<file path="src/rtl/hazard_stall_ctrl.sv">
// Purpose: pipeline stall/flush sequencer (Tuse/Tnew data hazards and mult/div unit occupancy).
// Latency: stall and enables are combinational, 0 cycles; md_cnt and stall_cycles are registered.
// Backpressure: stall holds PC and F/D and injects a bubble into D/E until the hazard clears.
module hazard_stall_ctrl #(
    parameter int MULT_CYCLES = 5,
    parameter int DIV_CYCLES  = 10,
    parameter int CNT_W       = 4
) (
    input  logic             clk,
    input  logic             reset,
    input  logic [4:0]       D_rs_addr,
    input  logic [4:0]       D_rt_addr,
    input  logic [1:0]       D_rs_tuse,
    input  logic [1:0]       D_rt_tuse,
    input  logic             D_is_md,
    input  logic [4:0]       E_wr_addr,
    input  logic [1:0]       E_tnew,
    input  logic             E_start_mult,
    input  logic             E_start_div,
    input  logic [4:0]       M_wr_addr,
    input  logic [1:0]       M_tnew,
    output logic             stall,
    output logic             PC_WrEn,
    output logic             FD_WrEn,
    output logic             DE_flush,
    output logic             md_busy,
    output logic [CNT_W-1:0] md_cnt,
    output logic [31:0]      stall_cycles
);

    typedef enum logic {
        MD_IDLE = 1'b0,
        MD_BUSY = 1'b1
    } md_state_t;

    md_state_t        md_state;
    md_state_t        md_state_nxt;
    logic [CNT_W-1:0] md_cnt_nxt;

    logic rs_hit_e;
    logic rs_hit_m;
    logic rt_hit_e;
    logic rt_hit_m;
    logic data_stall;
    logic md_stall;

    // $0 is hardwired, so a zero address never creates a dependency.
    assign rs_hit_e = (D_rs_addr == E_wr_addr) && (D_rs_addr != 5'd0);
    assign rs_hit_m = (D_rs_addr == M_wr_addr) && (D_rs_addr != 5'd0);
    assign rt_hit_e = (D_rt_addr == E_wr_addr) && (D_rt_addr != 5'd0);
    assign rt_hit_m = (D_rt_addr == M_wr_addr) && (D_rt_addr != 5'd0);

    assign data_stall = (rs_hit_e && (D_rs_tuse < E_tnew)) ||
                        (rs_hit_m && (D_rs_tuse < M_tnew)) ||
                        (rt_hit_e && (D_rt_tuse < E_tnew)) ||
                        (rt_hit_m && (D_rt_tuse < M_tnew));

    assign md_busy  = (md_state == MD_BUSY);
    assign md_stall = D_is_md && (md_busy || E_start_mult || E_start_div);

    assign stall    = !reset && (data_stall || md_stall);
    assign PC_WrEn  = !stall;
    assign FD_WrEn  = !stall;
    assign DE_flush = stall;

    // A start seen while busy is ignored; div takes priority over mult.
    always_comb begin
        md_state_nxt = md_state;
        md_cnt_nxt   = md_cnt;
        case (md_state)
            MD_IDLE: begin
                if (E_start_div) begin
                    md_cnt_nxt   = CNT_W'(DIV_CYCLES);
                    md_state_nxt = MD_BUSY;
                end else if (E_start_mult) begin
                    md_cnt_nxt   = CNT_W'(MULT_CYCLES);
                    md_state_nxt = MD_BUSY;
                end
            end
            MD_BUSY: begin
                md_cnt_nxt = md_cnt - 1'b1;
                if (md_cnt == CNT_W'(1)) begin
                    md_state_nxt = MD_IDLE;
                end
            end
            default: begin
                md_state_nxt = MD_IDLE;
                md_cnt_nxt   = '0;
            end
        endcase
    end

    always_ff @(posedge clk or posedge reset) begin
        if (reset) begin
            md_state     <= MD_IDLE;
            md_cnt       <= '0;
            stall_cycles <= '0;
        end else begin
            md_state <= md_state_nxt;
            md_cnt   <= md_cnt_nxt;
            if (stall) begin
                stall_cycles <= stall_cycles + 32'd1;
            end
        end
    end

endmodule

</file>
<file path="config.mk">
export PLATFORM = sky130hd
export DESIGN_NAME = hazard_stall_ctrl
export DESIGN_NICKNAME = d
export VERILOG_FILES = /design/src/rtl/hazard_stall_ctrl.sv
export SDC_FILE = /design/constraint.sdc
export NUM_CORES = 1
export LEC_CHECK = 0
export CAP_MARGIN = 10
export CORE_ASPECT_RATIO = 2
export CORE_MARGIN = 1
export CORE_UTILIZATION = 49
export CTS_CLUSTER_DIAMETER = 100
export DETAILED_ROUTE_END_ITERATION = 8
export PLACE_DENSITY_LB_ADDON = 0.12
export SYNTH_ARGS = -nofsm -noshare
export SYNTH_HDL_FRONTEND = slang
export SYNTH_SLANG_ARGS = --single-unit
</file>
<file path="constraint.sdc">
create_clock -name clk -period 6 [get_ports clk]
set_input_delay 0.9 -clock clk [delete_from_list [all_inputs] [get_ports clk]]
set_output_delay 0.9 -clock clk [all_outputs]
set_load 0.005 [all_outputs]
</file>
==> results.cfg, run 1 <==
[power_and_ir_drop]
internal_power_w = 0.0005918
clkPwrFrac_pct = 26.5
p_sw_w = 0.0002521
power.sequential.fraction_pct = 43.0
powerDensity_nw_per_um2 = 274.9
power.leakage_nw = 1.344
sw_frac_of_total_pct = 29.87
combPwrFrac_pct = 30.5
irDropWorstVdd_mv = 0.2166

[cells_and_area]
antenna_cells = 0
drive_above_1_share_pct = 6.529
post-route-util_pct = 71.46
finalNonFillerCells = 345
num-nets-final = 330
nFillCells = 345
reg_area_um2 = 925.9
combined_area_of_the_multi_input_logic_cells_um2 = 1162
post_synthesis_to_final_layout_area_growth_pct = 40.15

[clocking]
worst_setup_hold_path_clk_slew_ns = 0.08
max-clock-path-buffers = 2
clock-root-buffer = sky130_fd_sc_hd__clkbuf_8
cts-resized-gates = 0
ctsHoldBuffers = 0
cts-buffers-inserted = 5
cts_sinks = 37
worst_skew_pair.late_latency_ns = 0.28
htree_num_levels = 2
tritoncts = built
post-cts-setup-buffer-count = 0

[die]
design.die.area_um2 = 4758
chipWidth_um = 49.28
ios = 74
core.rowCount = 34
placeableCoreArea_um2 = 4297
initial_utilization_pct = 50.99
dieHeight_um = 96.56

[detailed_routing]
routed_wirelength_um = 5200
detailedRoute.firstIterationViolations = 24
detail_route.drc_violations = 1
number_of_search_and_repair_iterations_in_the_first_detailed_routing_pass = 6
drtAntennaViolNets = 0
detailroute.via_count = 1872
routedWlPerCell_um = 15.07
post_drt_via_cell_ratio = 5.426

[global_routing]
wire_length_of_the_first_global_routing_pass_um = 8424
grtUsageTotal_pct = 23.82
grt_antenna_before_repair = 0
grt_max_degree = 39
globalRouteOverflowTotal = 0
grt_pass1_vias = 1973

[synthesis]
synth.lib_cells_used.distinct = 35
synth.yosys.warnings = 0
total_nets_after_synthesis = 257
synth_top_area_share_pct = 42.26
most_used_flip_flop_cell_after_synthesis = sky130_fd_sc_hd__dfrtp_1
post_synth.cell_area_avg_um2 = 10.10
synth_edf_count = 0
synth-seq-area-share_pct = 42.26
postSynthRegisterBits = 37
total_standard_cell_area_after_synthesis_um2 = 2191
instance_count_of_the_mapped_netlist = 217
netlist_top_cells_area = sky130_fd_sc_hd__dfrtp_1 (42%), sky130_fd_sc_hd__xor2_1 (15%), sky130_fd_sc_hd__xnor2_1 (5.6%)
post_synthesis_cell_type_with_the_largest_combined_area = sky130_fd_sc_hd__dfrtp_1
ys_async_sr_fraction_pct = 100.0

[sta]
tightestPinTransition_ns = 0.4926
clock.fmax_mhz = 236.7
report.final.setup_viol = 0
rsz0062_at_grt = false
setup_total_negative_slack_ns = 0
postLayoutSetupSlackWorst_ns = 1.776
post-route-period-util_pct = 70.41
timing.final.crit_period_ns = 4.224
drv_slew = 0
finClkSkew_ns = 0.005867
slew-limit-headroom_pct = 67.16
finalHoldViolCount = 0

[worst_setup_path]
worst_setup_path_end_kind = output port
worst_ep_required_time_ns = 5.10
path_max_fanout = 35
signal_arrival_time_at_the_worst_endpoint_ns = 3.32
startpoint_class = input pin
worst-setup-path-type = input pin to output port

[placed_design]
placement.io_buffers = 73
pre_cts_ws_ns = 1.767
hpwlAfterDp_um = 4135
post-place-cells = 337
routabilityCongestion = 0.8369

[min_path]
hold_class = flip-flop to flip-flop

[outcome]
failed_checks = DRC
outcome = finished with violations

[run]
drv_cap = 0
## layout by cell type (no fill, tap or decap), types with 3 or more instances in the layout
cell type	synthesis	routed
sky130_fd_sc_hd__nand2_1	9	9
sky130_fd_sc_hd__nor4_1	10	10
sky130_fd_sc_hd__clkbuf_8	0	6
sky130_fd_sc_hd__inv_1	13	13
sky130_fd_sc_hd__dfrtp_1	37	37
sky130_fd_sc_hd__a211oi_1	4	4
sky130_fd_sc_hd__nor2_1	14	14
sky130_fd_sc_hd__clkdlybuf4s50_1	0	73
sky130_fd_sc_hd__nand3_1	11	11
sky130_fd_sc_hd__ha_1	7	7
sky130_fd_sc_hd__nor4_2	3	3
sky130_fd_sc_hd__xnor2_1	14	14
sky130_fd_sc_hd__nand4_1	7	7
sky130_fd_sc_hd__and3_1	5	5
sky130_fd_sc_hd__xor2_1	38	38
sky130_fd_sc_hd__nor3_1	10	10
## power by group through the flow
stage	registers [W]	clock network, W	logic, W
2_1_floorplan	0.000354	0	0.000114
3_3_place_gp	0.000367	0	0.000253
3_5_place_dp	0.000367	0	0.000261
4_1_cts	0.000363	0.000230	0.000262
5_1_grt	0.000372	0.000238	0.000285
6_report	0.000362	0.000224	0.000257
## cell type report
class / instances / area share [%]
sequential: 37 / 30.15
multi-input combinational: 158 / 37.86
tap: 54 / 2.200
clock inverter: 2 / 1.222
clock buffer: 6 / 2.689
timing repair buffer: 75 / 24.29
inverter: 13 / 1.589
## critical path, cell delays in order
cell	delay, ns
sky130_fd_sc_hd__clkdlybuf4s50_1	0.45
sky130_fd_sc_hd__inv_1	0.05
sky130_fd_sc_hd__ha_1	0.28
sky130_fd_sc_hd__a2111oi_2	0.34
sky130_fd_sc_hd__nand4_1	0.16
sky130_fd_sc_hd__a21oi_2	0.20
sky130_fd_sc_hd__o31ai_4	0.06
sky130_fd_sc_hd__buf_4	0.27
sky130_fd_sc_hd__inv_1	0.11
sky130_fd_sc_hd__clkdlybuf4s50_1	0.50
## cells in the mapped netlist, types with 3 or more instances
master / count
sky130_fd_sc_hd__a211oi_1: 4
sky130_fd_sc_hd__and3_1: 5
sky130_fd_sc_hd__buf_2: 4
sky130_fd_sc_hd__dfrtp_1: 37
sky130_fd_sc_hd__ha_1: 7
sky130_fd_sc_hd__inv_1: 13
sky130_fd_sc_hd__nand2_1: 9
sky130_fd_sc_hd__nand3_1: 11
sky130_fd_sc_hd__nand4_1: 7
sky130_fd_sc_hd__nor2_1: 14
sky130_fd_sc_hd__nor3_1: 10
sky130_fd_sc_hd__nor4_1: 10
sky130_fd_sc_hd__nor4_2: 3
sky130_fd_sc_hd__xnor2_1: 14
sky130_fd_sc_hd__xor2_1: 38
## path summary, 6_finish.rpt
check                                                   from  cells after the start                      endpoint  slack, ns
worst max-delay path                               M_tnew[1]                     10                      DE_flush       1.78
worst min-delay path            stall_cycles[31]$_DFFE_PP0P_                      1  stall_cycles[31]$_DFFE_PP0P_       0.47
worst max register to register   stall_cycles[2]$_DFFE_PP0P_                      7  stall_cycles[31]$_DFFE_PP0P_       3.88
worst min register to register  stall_cycles[31]$_DFFE_PP0P_                      1  stall_cycles[31]$_DFFE_PP0P_       0.47
max in group asynchronous                              reset                      3   stall_cycles[1]$_DFFE_PP0P_       4.62
min in group asynchronous                              reset                      3         md_cnt[3]$_DFFE_PP0P_       1.03
## metrics by stage
step           power (W)  hold WS [ns]  cell area, µm²
6_report       0.0008439        0.4735            3070
5_1_grt        0.0008953        0.4902            3070
4_1_cts        0.0008552        0.4802            3070
3_5_place_dp   0.0006281        0.4696            2950
3_3_place_gp   0.0006206        0.4587            2950
2_1_floorplan  0.0004682        0.4647            2191
## per-layer routing
| metal | GRT usage, % | vias to the layer above | wire length, µm |
|---|---|---|---|
| li1 | - | 900 | - |
| met1 | 19.86 | 898 | 1616 |
| met2 | 49.89 | 62 | 3200 |
| met3 | 4.538 | 12 | 202 |
| met4 | 12.75 | 0 | 181 |
| met5 | 0 | - | 0 |
## registers in the layout, summed over array words and instances (netlist names)
signal / count
md_cnt: 4
md_busy: 1
stall_cycles: 32
## logic make-up (layout without fill, tap and decap cells)
group                    Yosys count  after routing  synth area share (%)
AO/OA/AOI/OAI                     15             15                 6.168
XOR/XNOR                          52             52                 20.79
adder cells (fa/ha/maj)            7              7                 3.998
buffers and inverters             22             96                 4.683
flip-flops                        37             37                 42.26
multiplexers                       1              1                0.5140
AND/OR/NAND/NOR                   83             83                 21.59
Note: power is estimated with default switching activity, not from simulation.
==> run 2, diff against run 1 <==
--- a/config.mk
+++ b/config.mk
@@ -8,7 +8,7 @@
 export CAP_MARGIN = 10
 export CORE_ASPECT_RATIO = 2
 export CORE_MARGIN = 1
-export CORE_UTILIZATION = 49
+export CORE_UTILIZATION = 46
 export CTS_CLUSTER_DIAMETER = 100
 export DETAILED_ROUTE_END_ITERATION = 8
 export PLACE_DENSITY_LB_ADDON = 0.12
==> constraint.sdc (replaced) <==
create_clock -name clk -period 4.4 [get_ports clk]
set_input_delay 0.66 -clock clk [delete_from_list [all_inputs] [get_ports clk]]
set_output_delay 0.66 -clock clk [all_outputs]
set_load 0.005 [all_outputs]
==> run 2 against run 1 <==
Compared with the run above: critical path type unchanged; die area rose by 6.3%; clock skew rose by 0.0023 ns; sequential power rose by 37%; critical endpoint unchanged; power rose by 27%; count of clock-buffer cells in the layout did not move; first-iteration DRC count fell by 25%; the flow now finishes without violations; setup slack got worse by 0.84 ns; combinational power rose by 36%; hold slack improved by 0.0052 ns; wire length rose by 4.5%.
==> results.cfg, run 2 (synthesis gave the netlist of run 1 again) <==
[cells_and_area]
nFillCells = 388
max_reg_flops = 32
antenna_cells = 0
top_register = stall_cycles
layout_common_cells = sky130_fd_sc_hd__clkdlybuf4s50_1 (73), sky130_fd_sc_hd__xor2_1 (38), sky130_fd_sc_hd__dfrtp_1 (37)
num-nets-final = 330
drive_above_1_share_pct = 6.186
layout.cells.most_common = sky130_fd_sc_hd__clkdlybuf4s50_1
post_synthesis_to_final_layout_area_growth_pct = 38.49
post-route-util_pct = 65.99

[clocking]
cts-resized-gates = 0
clock-root-buffer = sky130_fd_sc_hd__clkbuf_8
cts_sinks = 37
post-cts-setup-buffer-count = 0
tritoncts = built
worst_skew_pair.late_latency_ns = 0.28
worst_setup_hold_path_clk_slew_ns = 0.08
htree_num_levels = 2
cts-buffers-inserted = 5
ctsHoldBuffers = 0
max-clock-path-buffers = 2

[power_and_ir_drop]
finalPower_w = 0.001076
irDropWorstVdd_mv = 0.2626
powerDensity_nw_per_um2 = 354.6
power.leakage_nw = 1.332

[sta]
setup_total_negative_slack_ns = 0
slew-limit-headroom_pct = 68.97
clock.fmax_mhz = 288.6
rsz0062_at_grt = false
report.final.setup_viol = 0
drv_slew = 0
finalHoldViolCount = 0
timing.final.crit_period_ns = 3.466
post-route-period-util_pct = 78.76
tightestPinTransition_ns = 0.4654
finClkSkew_ns = 0.008166
postLayoutSetupSlackWorst_ns = 0.9344
final_hold_slack_ns = 0.4786

[placed_design]
placement.io_buffers = 73
pre_cts_ws_ns = 0.9127
routabilityCongestion = 0.8546
hpwlAfterDp_um = 4309

[global_routing]
grt_antenna_before_repair = 0
grt_pass1_vias = 1922
wire_length_of_the_first_global_routing_pass_um = 8763
grtUsageTotal_pct = 23.38
grt_max_degree = 38
globalRouteOverflowTotal = 0

[die]
initial_utilization_pct = 47.65
design.die.area_um2 = 5060
chipWidth_um = 50.80
core.rowCount = 35
dieHeight_um = 99.60
ios = 74
placeableCoreArea_um2 = 4598

[detailed_routing]
routed_wirelength_um = 5433
drtAntennaViolNets = 0
detailedRoute.firstIterationViolations = 18
detailroute.via_count = 1900
post_drt_via_cell_ratio = 5.491
routedWlPerCell_um = 15.70
number_of_search_and_repair_iterations_in_the_first_detailed_routing_pass = 4
detail_route.drc_violations = 0

[worst_setup_path]
startpoint_class = input pin
signal_arrival_time_at_the_worst_endpoint_ns = 2.81
worst_setup_path_end_kind = output port
path_max_fanout = 4
worst_ep_required_time_ns = 3.74
worst-setup-path-type = input pin to output port

[outcome]
outcome = finished, final reports clean

[min_path]
hold_class = flip-flop to flip-flop

[run]
drv_cap = 0
==> run 2: cell types whose count changed in the layout (fill, tap and decap cells not counted) <==
cell                         delta
sky130_fd_sc_hd__clkbuf_8       -1
sky130_fd_sc_hd__clkinv_2       +2
sky130_fd_sc_hd__clkbuf_1       +1
sky130_fd_sc_hd__clkinvlp_4     -1
sky130_fd_sc_hd__bufinv_16      -1
==> run 2: layout make-up <==
cell class,count,area (µm²),share of cell area (%)
inverters,13,48.80,1.608
clock inverters,2,10.01,0.3299
multi-input cells,158,1162,38.31
well taps,55,68.82,2.268
repair buffers,75,745.7,24.58
flip-flops and latches,37,925.9,30.52
clock buffers,6,72.57,2.392
==> run 2: where the power goes <==
group	internal [W]	total [W]	switching, W	leakage [nW]
combinational	0.000217	0.000350	0.000133	0.828
clock	0.000110	0.000229	0.000119	0.0450
sequential	0.000405	0.000497	0.0000918	0.459
total	0.000732	0.00108	0.000344	1.33
==> run 2: metal layers <==
| layer | wire [µm] | part of all wire (%) | track usage, % |
|---|---|---|---|
| met1 | 1703 | 31 | 21.56 |
| met2 | 3279 | 60 | 45.64 |
| met4 | 252 | 4.6 | 12.61 |
| met3 | 197 | 3.6 | 3.976 |
| met5 | 0 | 0 | 0 |
==> run 2: worst paths after layout <==
| path | end | startpoint | slack, ns | depth (start not counted) |
|---|---|---|---|---|
| setup / recovery | DE_flush | M_tnew[1] | 0.93 | 9 |
| hold / removal | stall_cycles[31]$_DFFE_PP0P_ | stall_cycles[31]$_DFFE_PP0P_ | 0.48 | 1 |
| setup reg to reg | stall_cycles[31]$_DFFE_PP0P_ | stall_cycles[11]$_DFFE_PP0P_ | 2.25 | 7 |
| hold reg to reg | stall_cycles[31]$_DFFE_PP0P_ | stall_cycles[31]$_DFFE_PP0P_ | 0.48 | 1 |
| max in group asynchronous | stall_cycles[6]$_DFFE_PP0P_ | reset | 3.18 | 3 |
| min in group asynchronous | stall_cycles[22]$_DFFE_PP0P_ | reset | 0.89 | 3 |
==> run 2: through the flow <==
stage	instance area [µm²]	instances
final	3034	346
after floorplan	2191	217
after global placement	2952	338
after detailed placement	2952	338
after global routing	3034	346
after CTS	3034	346
==> run 2: worst max-delay path: stages <==
cell and delay [ns]:
sky130_fd_sc_hd__clkdlybuf4s50_1 0.45, sky130_fd_sc_hd__inv_1 0.05, sky130_fd_sc_hd__ha_1 0.29, sky130_fd_sc_hd__a2111oi_2 0.33, sky130_fd_sc_hd__nand4_1 0.16, sky130_fd_sc_hd__a21oi_2 0.19
sky130_fd_sc_hd__o31ai_4 0.11, sky130_fd_sc_hd__inv_1 0.08, sky130_fd_sc_hd__clkdlybuf4s50_1 0.49
==> run 3, diff against run 2 <==
==> constraint.sdc (replaced) <==
create_clock -name clk -period 3.43 [get_ports clk]
set_input_delay 0.5145 -clock clk [delete_from_list [all_inputs] [get_ports clk]]
set_output_delay 0.5145 -clock clk [all_outputs]
set_load 0.005 [all_outputs]
==> run 3 against run 2 <==
Compared with the run above: wire length is 0.22% higher; clock power rose by 29%; critical endpoint unchanged; register-to-register slack got worse by 0.97 ns; sequential cell count did not move; combinational power rose by 29%; highest routed layer unchanged; die area is the same; clock skew about the same; sequential share of layout area unchanged; global-route usage rose by 0.27 points; count of clock-buffer cells in the layout unchanged.
==> results.cfg, run 3 (synthesis gave the netlist of run 1 again) <==
[worst_setup_path]
critical_path.slowest_cell = sky130_fd_sc_hd__clkdlybuf4s50_1
max_stage_delay_ns = 0.49
timing.reg2reg.worst_path_depth = 6
crit_path_end = DE_flush
cp_cell_sequence = clkdlybuf4s50_1 -> inv_1 -> ha_1 -> a2111oi_2 -> nand4_1 -> a21oi_2 -> o31ai_4 -> inv_1 -> clkdlybuf4s50_1
worst-setup-path-type = input pin to output port
r2r_end = stall_cycles[18]$_DFFE_PP0P_
startpoint_class = input pin
path_max_fanout = 4
setup.reg_to_reg.worst_slack_ns = 1.28
worst_ep_required_time_ns = 2.92
setup.worst_path.start = M_tnew[1]
worst_setup_path_end_kind = output port
critical_path.reg2reg.startpoint = md_busy$_DFF_PP0_
signal_arrival_time_at_the_worst_endpoint_ns = 2.69

[die]
initial_utilization_pct = 47.65
dieHeight_um = 99.60
chipWidth_um = 50.80
ios = 74
core.rowCount = 35
placeableCoreArea_um2 = 4598
design.die.area_um2 = 5060

[sta]
tightestPinTransition_ns = 0.4675
slew-limit-headroom_pct = 68.54
setup_total_negative_slack_ns = 0
rsz0062_at_grt = false
drv_slew = 0
finClkSkew_ns = 0.008205
finalHoldViolCount = 0
report.final.setup_viol = 0
post-route-period-util_pct = 93.56
timing.final.crit_period_ns = 3.209
clock.fmax_mhz = 311.6

[power_and_ir_drop]
powerDensity_nw_per_um2 = 455.4
irDropWorstVdd_mv = 0.2626
power.leakage_nw = 1.332

[cells_and_area]
finalNonFillerCells = 346
drive_above_1_share_pct = 6.186
layout_common_cells = sky130_fd_sc_hd__clkdlybuf4s50_1 (73), sky130_fd_sc_hd__xor2_1 (38), sky130_fd_sc_hd__dfrtp_1 (37)
post_synthesis_to_final_layout_area_growth_pct = 38.49
max_reg_flops = 32
num-nets-final = 330
top_register = stall_cycles
layout.cells.most_common = sky130_fd_sc_hd__clkdlybuf4s50_1
antenna_cells = 0

[placed_design]
post-place-cells = 338
placement.io_buffers = 73
hpwlAfterDp_um = 4352
routabilityCongestion = 0.8634

[detailed_routing]
wl_met1_um = 1777
routed_wirelength_um = 5445
detailroute.via_count = 1902
number_of_search_and_repair_iterations_in_the_first_detailed_routing_pass = 4
top_metal_layer_carrying_routed_signals = met4
routed-wl-met2_um = 3145
routedWlPerCell_um = 15.74
post_drt_via_cell_ratio = 5.497
detailedRoute.firstIterationViolations = 28
routed-wl-met3_um = 176
detail_route.drc_violations = 0
drtAntennaViolNets = 0

[clocking]
cts-buffers-inserted = 5
post-cts-setup-buffer-count = 0
worst_setup_hold_path_clk_slew_ns = 0.08
tritoncts = built
max-clock-path-buffers = 2
worst_skew_pair.late_latency_ns = 0.28
clock-root-buffer = sky130_fd_sc_hd__clkbuf_8
cts-resized-gates = 0
cts_sinks = 37
htree_num_levels = 2
ctsHoldBuffers = 0

[run]
drv_cap = 0

[min_path]
hold_class = flip-flop to flip-flop

[global_routing]
grt_pass1_vias = 2027
grtUsageTotal_pct = 23.65
globalRouteOverflowTotal = 0
grt_antenna_before_repair = 0
wire_length_of_the_first_global_routing_pass_um = 8845
grt_max_degree = 38

[outcome]
outcome = finished, final reports clean
==> run 3: how the worst min path moves through the flow <==
stage / from / endpoint / slack [ns] / cells after the start
after floorplan: stall_cycles[31]$_DFFE_PP0P_ / stall_cycles[31]$_DFFE_PP0P_ / 0.46 / 1
after global placement: stall_cycles[31]$_DFFE_PP0P_ / stall_cycles[31]$_DFFE_PP0P_ / 0.46 / 1
after detailed placement: stall_cycles[31]$_DFFE_PP0P_ / stall_cycles[31]$_DFFE_PP0P_ / 0.46 / 1
after CTS: stall_cycles[31]$_DFFE_PP0P_ / stall_cycles[31]$_DFFE_PP0P_ / 0.48 / 1
after global routing: stall_cycles[31]$_DFFE_PP0P_ / stall_cycles[31]$_DFFE_PP0P_ / 0.50 / 1
final: stall_cycles[31]$_DFFE_PP0P_ / stall_cycles[31]$_DFFE_PP0P_ / 0.47 / 1
==> run 3: per-stage QoR <==
step                util (%)  instance area (µm²)  hold slack (ns)  setup slack [ns]  power (W)
global placement       64.19                 2952           0.4644            0.3089   0.001086
finish                 65.99                 3034           0.4700            0.2207   0.001382
global route           65.99                 3034           0.4995            0.1064   0.001460
floorplan                  -                 2191           0.4647            0.9010  0.0008190
detailed placement     64.19                 2952           0.4638            0.2397   0.001100
CTS                    65.99                 3034           0.4766            0.2339   0.001396
==> run 3: where the power goes <==
group	internal (W)	leakage, nW	switching [W]
combinational	0.000278	0.828	0.000173
clock	0.000141	0.0450	0.000154
sequential	0.000520	0.459	0.000115
total	0.000939	1.33	0.000443
==> run 3: routing by layer <==
| layer | vias up | GRT usage, % |
|---|---|---|
| met3 | 22 | 3.823 |
| met1 | 909 | 21.72 |
| met5 | - | 0 |
| met4 | 0 | 16.67 |
| met2 | 74 | 44.51 |
| li1 | 897 | - |
==> run 3: final cells by class <==
cell class | instances | area (µm²)
multi-input combinational | 158 | 1162
inverter | 13 | 48.80
tap | 55 | 68.82
sequential | 37 | 925.9
clock inverter | 2 | 10.01
fill | 406 | 1564
timing repair buffer | 75 | 745.7
clock buffer | 6 | 72.57
==> run 3: worst max-delay path: cells and delay by family <==
family                     cells  cell delay (ns)
and+or+nand+nor                1             0.17
adders and majority gates      1             0.28
buffers and inverters          4             1.07
AOI/OAI and AO/OA              3             0.64
